--- src/rtl/div_ctrl_pkg.sv ---
// Shared definitions for the div_ctrl programmable clock divider.
//   state_e    : controller states (IDLE, RUN, SWITCH, DRAIN)
//   CNT_W      : width of the period counter
//   SEL_MAX    : largest legal ratio code (ratio = 2^(sel+1))
//   sel_bit    : counter bit that forms div_out for a given ratio code
//   period_end : true on the last cycle of a div_out period
package div_ctrl_pkg;

   localparam int CNT_W = 5;
   localparam int SEL_W = 3;
   localparam logic [SEL_W-1:0] SEL_MAX = 3'd4;

   typedef enum logic [1:0] {
      ST_IDLE   = 2'd0,
      ST_RUN    = 2'd1,
      ST_SWITCH = 2'd2,
      ST_DRAIN  = 2'd3
   } state_e;

   // Counter bit selected by the ratio code; codes above SEL_MAX never reach
   // cur_sel, so they simply map onto the top bit.
   function automatic logic sel_bit(input logic [CNT_W-1:0] cnt,
                                    input logic [SEL_W-1:0] sel);
      logic b;
      case (sel)
         3'd0:    b = cnt[0];
         3'd1:    b = cnt[1];
         3'd2:    b = cnt[2];
         3'd3:    b = cnt[3];
         default: b = cnt[4];
      endcase
      return b;
   endfunction

   // Period end: cnt[sel:0] all ones.
   function automatic logic period_end(input logic [CNT_W-1:0] cnt,
                                       input logic [SEL_W-1:0] sel);
      logic [CNT_W-1:0] mask;
      case (sel)
         3'd0:    mask = 5'b00001;
         3'd1:    mask = 5'b00011;
         3'd2:    mask = 5'b00111;
         3'd3:    mask = 5'b01111;
         default: mask = 5'b11111;
      endcase
      return &(cnt | ~mask);
   endfunction

endpackage

--- src/rtl/div_ctrl_if.sv ---
// Handshake/status bundle of div_ctrl.
//   en, cfg_valid, cfg_sel            : driven by the master (controller user)
//   cfg_ready, div_out, tick, cur_sel,
//   busy, err                         : driven by the slave (div_ctrl)
interface div_ctrl_if;
   import div_ctrl_pkg::*;

   logic             en;
   logic             cfg_valid;
   logic [SEL_W-1:0] cfg_sel;
   logic             cfg_ready;
   logic             div_out;
   logic             tick;
   logic [SEL_W-1:0] cur_sel;
   logic             busy;
   logic             err;

   modport master (
      output en, cfg_valid, cfg_sel,
      input  cfg_ready, div_out, tick, cur_sel, busy, err
   );

   modport slave (
      input  en, cfg_valid, cfg_sel,
      output cfg_ready, div_out, tick, cur_sel, busy, err
   );

endinterface

--- src/rtl/div_ctrl.sv ---
// div_ctrl: power-of-two clock divider (div2..div32) with glitch-free ratio
// switching. Ratio changes requested while running are held until the end of
// the current div_out period so no phase is ever cut short.
//   clk  : single clock, rising edge
//   rst  : synchronous active-high reset
//   bus  : div_ctrl_if.slave (en/cfg handshake in; div_out, tick, status out)
// All outputs come straight from flops, computed from next-state values.
module div_ctrl
   import div_ctrl_pkg::*;
(
   input logic     clk,
   input logic     rst,
   div_ctrl_if.slave bus
);

   state_e           state_q, state_d;
   logic [CNT_W-1:0] cnt_q, cnt_d;
   logic [SEL_W-1:0] cur_sel_q, cur_sel_d;
   logic [SEL_W-1:0] pend_sel_q, pend_sel_d;
   logic             pend_vld_q, pend_vld_d;
   logic             err_d;

   logic             div_out_q, tick_q, cfg_ready_q, busy_q, err_q;

   logic             cfg_acc_s, cfg_legal_s, per_end_s;

   assign cfg_acc_s   = bus.cfg_valid && cfg_ready_q;
   assign cfg_legal_s = (bus.cfg_sel <= SEL_MAX);
   assign per_end_s   = period_end(cnt_q, cur_sel_q);

   // Next-state logic for the controller and its counter.
   always_comb begin
      state_d    = state_q;
      cnt_d      = cnt_q;
      cur_sel_d  = cur_sel_q;
      pend_sel_d = pend_sel_q;
      pend_vld_d = pend_vld_q;
      err_d      = cfg_acc_s && !cfg_legal_s;

      case (state_q)
         ST_IDLE: begin
            if (cfg_acc_s && cfg_legal_s) begin
               cur_sel_d = bus.cfg_sel;
            end else begin
               cur_sel_d = cur_sel_q;
            end
            if (bus.en) begin
               state_d = ST_RUN;
               cnt_d   = 5'd0;
            end else begin
               state_d = ST_IDLE;
            end
         end

         ST_RUN: begin
            cnt_d = cnt_q + 5'd1;
            if (cfg_acc_s && cfg_legal_s) begin
               pend_sel_d = bus.cfg_sel;
               pend_vld_d = 1'b1;
            end else begin
               pend_vld_d = pend_vld_q;
            end
            // Dropping en wins over a simultaneous ratio request; the
            // request stays pending and is applied when the drain ends.
            if (!bus.en) begin
               state_d = ST_DRAIN;
            end else if (cfg_acc_s && cfg_legal_s) begin
               state_d = ST_SWITCH;
            end else begin
               state_d = ST_RUN;
            end
         end

         ST_SWITCH: begin
            cnt_d = cnt_q + 5'd1;
            if (!bus.en) begin
               state_d = ST_DRAIN;
            end else if (per_end_s) begin
               // Applied even when the new ratio equals the old one.
               cur_sel_d  = pend_sel_q;
               pend_vld_d = 1'b0;
               cnt_d      = 5'd0;
               state_d    = ST_RUN;
            end else begin
               state_d = ST_SWITCH;
            end
         end

         ST_DRAIN: begin
            cnt_d = cnt_q + 5'd1;
            // en is ignored here: a started drain always completes.
            if (per_end_s) begin
               if (pend_vld_q) begin
                  cur_sel_d = pend_sel_q;
               end else begin
                  cur_sel_d = cur_sel_q;
               end
               pend_vld_d = 1'b0;
               cnt_d      = 5'd0;
               state_d    = ST_IDLE;
            end else begin
               state_d = ST_DRAIN;
            end
         end

         default: begin
            state_d    = ST_IDLE;
            cnt_d      = 5'd0;
            pend_vld_d = 1'b0;
         end
      endcase
   end

   // State, counter and registered outputs.
   always_ff @(posedge clk) begin
      if (rst) begin
         state_q     <= ST_IDLE;
         cnt_q       <= 5'd0;
         cur_sel_q   <= 3'd0;
         pend_sel_q  <= 3'd0;
         pend_vld_q  <= 1'b0;
         div_out_q   <= 1'b0;
         tick_q      <= 1'b0;
         cfg_ready_q <= 1'b1;
         busy_q      <= 1'b0;
         err_q       <= 1'b0;
      end else begin
         state_q     <= state_d;
         cnt_q       <= cnt_d;
         cur_sel_q   <= cur_sel_d;
         pend_sel_q  <= pend_sel_d;
         pend_vld_q  <= pend_vld_d;
         div_out_q   <= (state_d != ST_IDLE) && sel_bit(cnt_d, cur_sel_d);
         tick_q      <= (state_d != ST_IDLE) && period_end(cnt_d, cur_sel_d);
         cfg_ready_q <= (state_d == ST_IDLE) || (state_d == ST_RUN);
         busy_q      <= (state_d != ST_IDLE);
         err_q       <= err_d;
      end
   end

   assign bus.cfg_ready = cfg_ready_q;
   assign bus.div_out   = div_out_q;
   assign bus.tick      = tick_q;
   assign bus.cur_sel   = cur_sel_q;
   assign bus.busy      = busy_q;
   assign bus.err       = err_q;

endmodule

--- src/flat_wrapper.sv ---
// flat-port wrapper written by rule: the top's interface ports become plain ports
module div_ctrl_flat import div_ctrl_pkg::*;
  (clk, rst, bus_en, bus_cfg_valid, bus_cfg_sel, bus_cfg_ready, bus_div_out, bus_tick, bus_cur_sel, bus_busy, bus_err);
  div_ctrl_if bus_i ();
  input logic clk;
  input logic rst;
  input wire logic [$bits(bus_i.en)-1:0] bus_en;
  input wire logic [$bits(bus_i.cfg_valid)-1:0] bus_cfg_valid;
  input wire logic [$bits(bus_i.cfg_sel)-1:0] bus_cfg_sel;
  output wire logic [$bits(bus_i.cfg_ready)-1:0] bus_cfg_ready;
  output wire logic [$bits(bus_i.div_out)-1:0] bus_div_out;
  output wire logic [$bits(bus_i.tick)-1:0] bus_tick;
  output wire logic [$bits(bus_i.cur_sel)-1:0] bus_cur_sel;
  output wire logic [$bits(bus_i.busy)-1:0] bus_busy;
  output wire logic [$bits(bus_i.err)-1:0] bus_err;
  assign bus_i.en = bus_en;
  assign bus_i.cfg_valid = bus_cfg_valid;
  assign bus_i.cfg_sel = bus_cfg_sel;
  assign bus_cfg_ready = bus_i.cfg_ready;
  assign bus_div_out = bus_i.div_out;
  assign bus_tick = bus_i.tick;
  assign bus_cur_sel = bus_i.cur_sel;
  assign bus_busy = bus_i.busy;
  assign bus_err = bus_i.err;
  div_ctrl u_core (.clk(clk), .rst(rst), .bus(bus_i));
endmodule
--- config.mk ---
export PLATFORM = sky130hd
export DESIGN_NAME = div_ctrl_flat
export DESIGN_NICKNAME = d
export VERILOG_FILES = /design/src/rtl/div_ctrl_pkg.sv /design/src/rtl/div_ctrl_if.sv /design/src/rtl/div_ctrl.sv /design/src/flat_wrapper.sv
export SDC_FILE = /design/constraint.sdc
export NUM_CORES = 1
export LEC_CHECK = 0
export CAP_MARGIN = 40
export CORE_UTILIZATION = 56
export CTS_CLUSTER_DIAMETER = 100
export DETAILED_ROUTE_END_ITERATION = 8
export PLACE_DENSITY = 0.9
export SLEW_MARGIN = 10
export SYNTH_ARGS = -nofsm -noshare
export SYNTH_HDL_FRONTEND = slang
export SYNTH_SLANG_ARGS = --single-unit
--- constraint.sdc ---
create_clock -name clk -period 4.6 [get_ports clk]
set_input_delay 0.46 -clock clk [delete_from_list [all_inputs] [get_ports clk]]
set_output_delay 0.46 -clock clk [all_outputs]
set_load 0.01 [all_outputs]
==> results.sh <==
export IMPL_numPortBuffers=14
export IMPL_insertedDiodeCount=0
export IMPL_via_per_inst=6.05
export IMPL_ios=15
export IMPL_cts_sinks=19
export IMPL_hpwl_um=1750
export IMPL_area_growth_syn_to_layout_pct=15.7
export IMPL_clk_latency_ns=0.29
export IMPL_clkTransAtPathRegs_ns=0.11
export IMPL_overflow=0
export IMPL_worstMarginPinSlew_ns=0.658
export IMPL_cts_buffers=3
export IMPL_vias=992
export IMPL_grt_max_degree=18
export IMPL_drt_initial_drc_count=33
export IMPL_p_clk_frac=0.212
export IMPL_cts_hold_buf=0
export IMPL_cts_max_level=1
export IMPL_p_switching_mw=0.128
export IMPL_hold_slack_ns=0.478
export IMPL_dr_pass1_iters=4
export IMPL_coreArea_um2=1730
export IMPL_clock_path_buffers=2
export IMPL_drtAntennaViolNets=0
export IMPL_total_power_mw=0.390
export IMPL_fin_util=0.695
export IMPL_worst_ir_drop_vdd_mv=0.226
export IMPL_setup_violations=0
export IMPL_die_area_um2=2030
export IMPL_start_util=0.601
export IMPL_cap_viol_max_count=0
export IMPL_cts_setup_buffers=0
export IMPL_share_comb_of_total_power=0.287
export IMPL_seqPwrFrac=0.501
export IMPL_hold_viol_final=0
export IMPL_yosysWarnings=0
export IMPL_tritoncts="done"
export IMPL_multi_input_area_um2=611
export IMPL_place_area_um2=1170
export IMPL_die_width_um=45.0
export IMPL_fin_worst_skew_ns=0.00925
export IMPL_synth_cell_types=42
export IMPL_maxSlewHeadroom=0.560
export IMPL_final_period_utilization=0.497
export IMPL_cts_resized=0
export IMPL_power_internal_mw=0.262
export IMPL_rows=15
export IMPL_regArea_um2=380
export IMPL_syn_inst=128
export IMPL_fin_setup_tns_ns=0
export IMPL_switching_share=0.328
export IMPL_die_y_um=45.0
export IMPL_cp_required_ns=4.85
export IMPL_timing_final_crit_period_ns=2.28
export IMPL_ys_seq_elements=19
export IMPL_synth_edf_count=0
export IMPL_end_kind="flip-flop"
export IMPL_root_buffer="clkbuf_4"
export IMPL_finalInstanceArea_um2=1200
export IMPL_grt_usage=0.268
export IMPL_path_cells="clkdlybuf4s50_1 > or2_0 > o221a_1 > a311o_1 > a2111oi_0 > and3_1"
export IMPL_synth_async_reset_ratio=0
export IMPL_totalWireLength_um=2380
export IMPL_crit_type="input port to flip-flop"
export IMPL_critical_path_max_fanout=8
export IMPL_n_fill_cell=150
export IMPL_seq_area_frac_synth=0.367
export IMPL_syn_avg_cell_area_um2=8.10
export IMPL_synth_ff_type="dfxtp_1"
export IMPL_hold_path_class="flip-flop to flip-flop"
export IMPL_final_layout_size_suffix_gt1_frac=0.0647
export IMPL_grt_first_pass_wirelength_um=3910
export IMPL_routedWlPerCell_um=14.5
export IMPL_gp_congestion=0.864
export IMPL_arrival_ns=2.53
export IMPL_powerDensity_nw_per_um2=325
export IMPL_syn_cell_area_um2=1040
export IMPL_rsz0062_at_grt="no"
export IMPL_critPathLaunchType="input port"
export IMPL_synth_nets=136
export IMPL_maxSlewViolCount=0
export IMPL_final_nets=148
export IMPL_grt_pass1_vias=900
export IMPL_p_leak_nw=0.456
export IMPL_route_detailed_drc=0
export IMPL_cp_slowest_stage_delay_ns=0.52
export IMPL_antenna_found_initial=0
export IMPL_crit_slowest_cell="clkdlybuf4s50_1"
export IMPL_status="finished clean"
export IMPL_max_freq_ghz=0.438
-- per-layer routing --
layer	vias to the layer above	track usage	part of all wire
met4	0	0.145	0.011
met1	468	0.317	0.43
met2	33	0.449	0.51
li1	487	-	-
met3	4	0.0600	0.058
met5	-	0	0
-- state kept, by name (all words and copies together), names as in the netlist --
| signal | cells |
|---|---|
| u_core.bus.busy | 1 |
| u_core.bus.cfg_ready | 1 |
| u_core.bus.cur_sel | 3 |
| u_core.bus.div_out | 1 |
| u_core.bus.err | 1 |
| u_core.bus.tick | 1 |
| u_core.cnt_q | 5 |
| u_core.pend_sel_q | 3 |
| u_core.pend_vld_q | 1 |
| u_core.state_q | 2 |
-- worst max-delay path, delay by kind of cell --
| kind | cells | cell delay [ns] |
|---|---|---|
| AO/OA/AOI/OAI | 3 | 0.98 |
| AND/OR/NAND/NOR | 2 | 0.55 |
| buffers and inverters | 1 | 0.52 |
-- power by group through the flow --
stage | Sequential, mW | Clock, mW | Combinational, mW
finish | 0.195 | 0.0827 | 0.112
detailed placement | 0.199 | 0 | 0.111
global route | 0.198 | 0.0942 | 0.124
floorplan | 0.195 | 0 | 0.0805
global placement | 0.198 | 0 | 0.107
CTS | 0.195 | 0.0837 | 0.111
-- cells by family after synthesis --
kind of cell / Yosys count / share of synthesized area
xor gates and xnor gates: 2 / 0.0169
AOI/OAI and AO/OA: 35 / 0.229
DFF: 19 / 0.367
muxes: 6 / 0.0603
adders and majority gates: 1 / 0.0121
buffers and inverters: 10 / 0.0446
and+or+nand+nor: 55 / 0.270
-- synth_stat cells (all sizes together), types with 2 or more instances --
master / count / area [um2]
mux2i: 4 / 40.0
a21oi: 13 / 65.1
nand2b: 3 / 18.8
nand4: 3 / 18.8
nor2: 17 / 63.8
clkbuf: 5 / 18.8
mux2: 2 / 22.5
or2: 2 / 12.5
buf: 2 / 16.3
nand3: 6 / 30.0
o21ai: 5 / 25.0
dfxtp: 19 / 380
nor3: 4 / 25.0
nand3b: 3 / 22.5
inv: 3 / 11.3
nor2b: 3 / 18.8
xor2: 2 / 17.5
a211o: 2 / 17.5
o32ai: 2 / 17.5
nor3b: 2 / 15.0
nand2: 9 / 33.8
-- placed cells by master (no fill, tap or decap), drive strengths merged, types with 2 or more instances in the layout --
master	count
a211o	2
a21oi	13
clkbuf	4
clkdlybuf4s50	14
dfxtp	19
inv	3
mux2	2
mux2i	4
nand2	9
nand2b	3
nand3	6
nand3b	3
nand4	3
nor2	17
nor2b	3
nor3	4
nor3b	2
o21ai	5
o32ai	2
or2	2
xor2	2
-- metrics by stage --
stage,std cells,worst slack [ns]
floorplan,128,2.72
global placement,160,2.10
detailed placement,160,2.00
CTS,164,2.31
global route,164,2.13
finish,164,2.32
-- final timing paths --
path	startpoint	end	cells past startpoint	slack [ns]
worst max-delay path	bus_en	u_core.bus.tick	6	2.32
worst min-delay path	u_core.pend_sel_q[0]	u_core.pend_sel_q[0]	2	0.48
worst max register to register	u_core.state_q[0]	u_core.bus.tick	7	2.41
worst min register to register	u_core.pend_sel_q[0]	u_core.pend_sel_q[0]	2	0.48
-- cell type report --
class | instances | area share
clock buffers | 4 | 0.0219
inverters | 3 | 0.00938
multi-input cells | 99 | 0.509
flip-flops and latches | 19 | 0.317
well taps | 25 | 0.0261
repair buffers | 14 | 0.117
(Power assumes the default switching activity.)
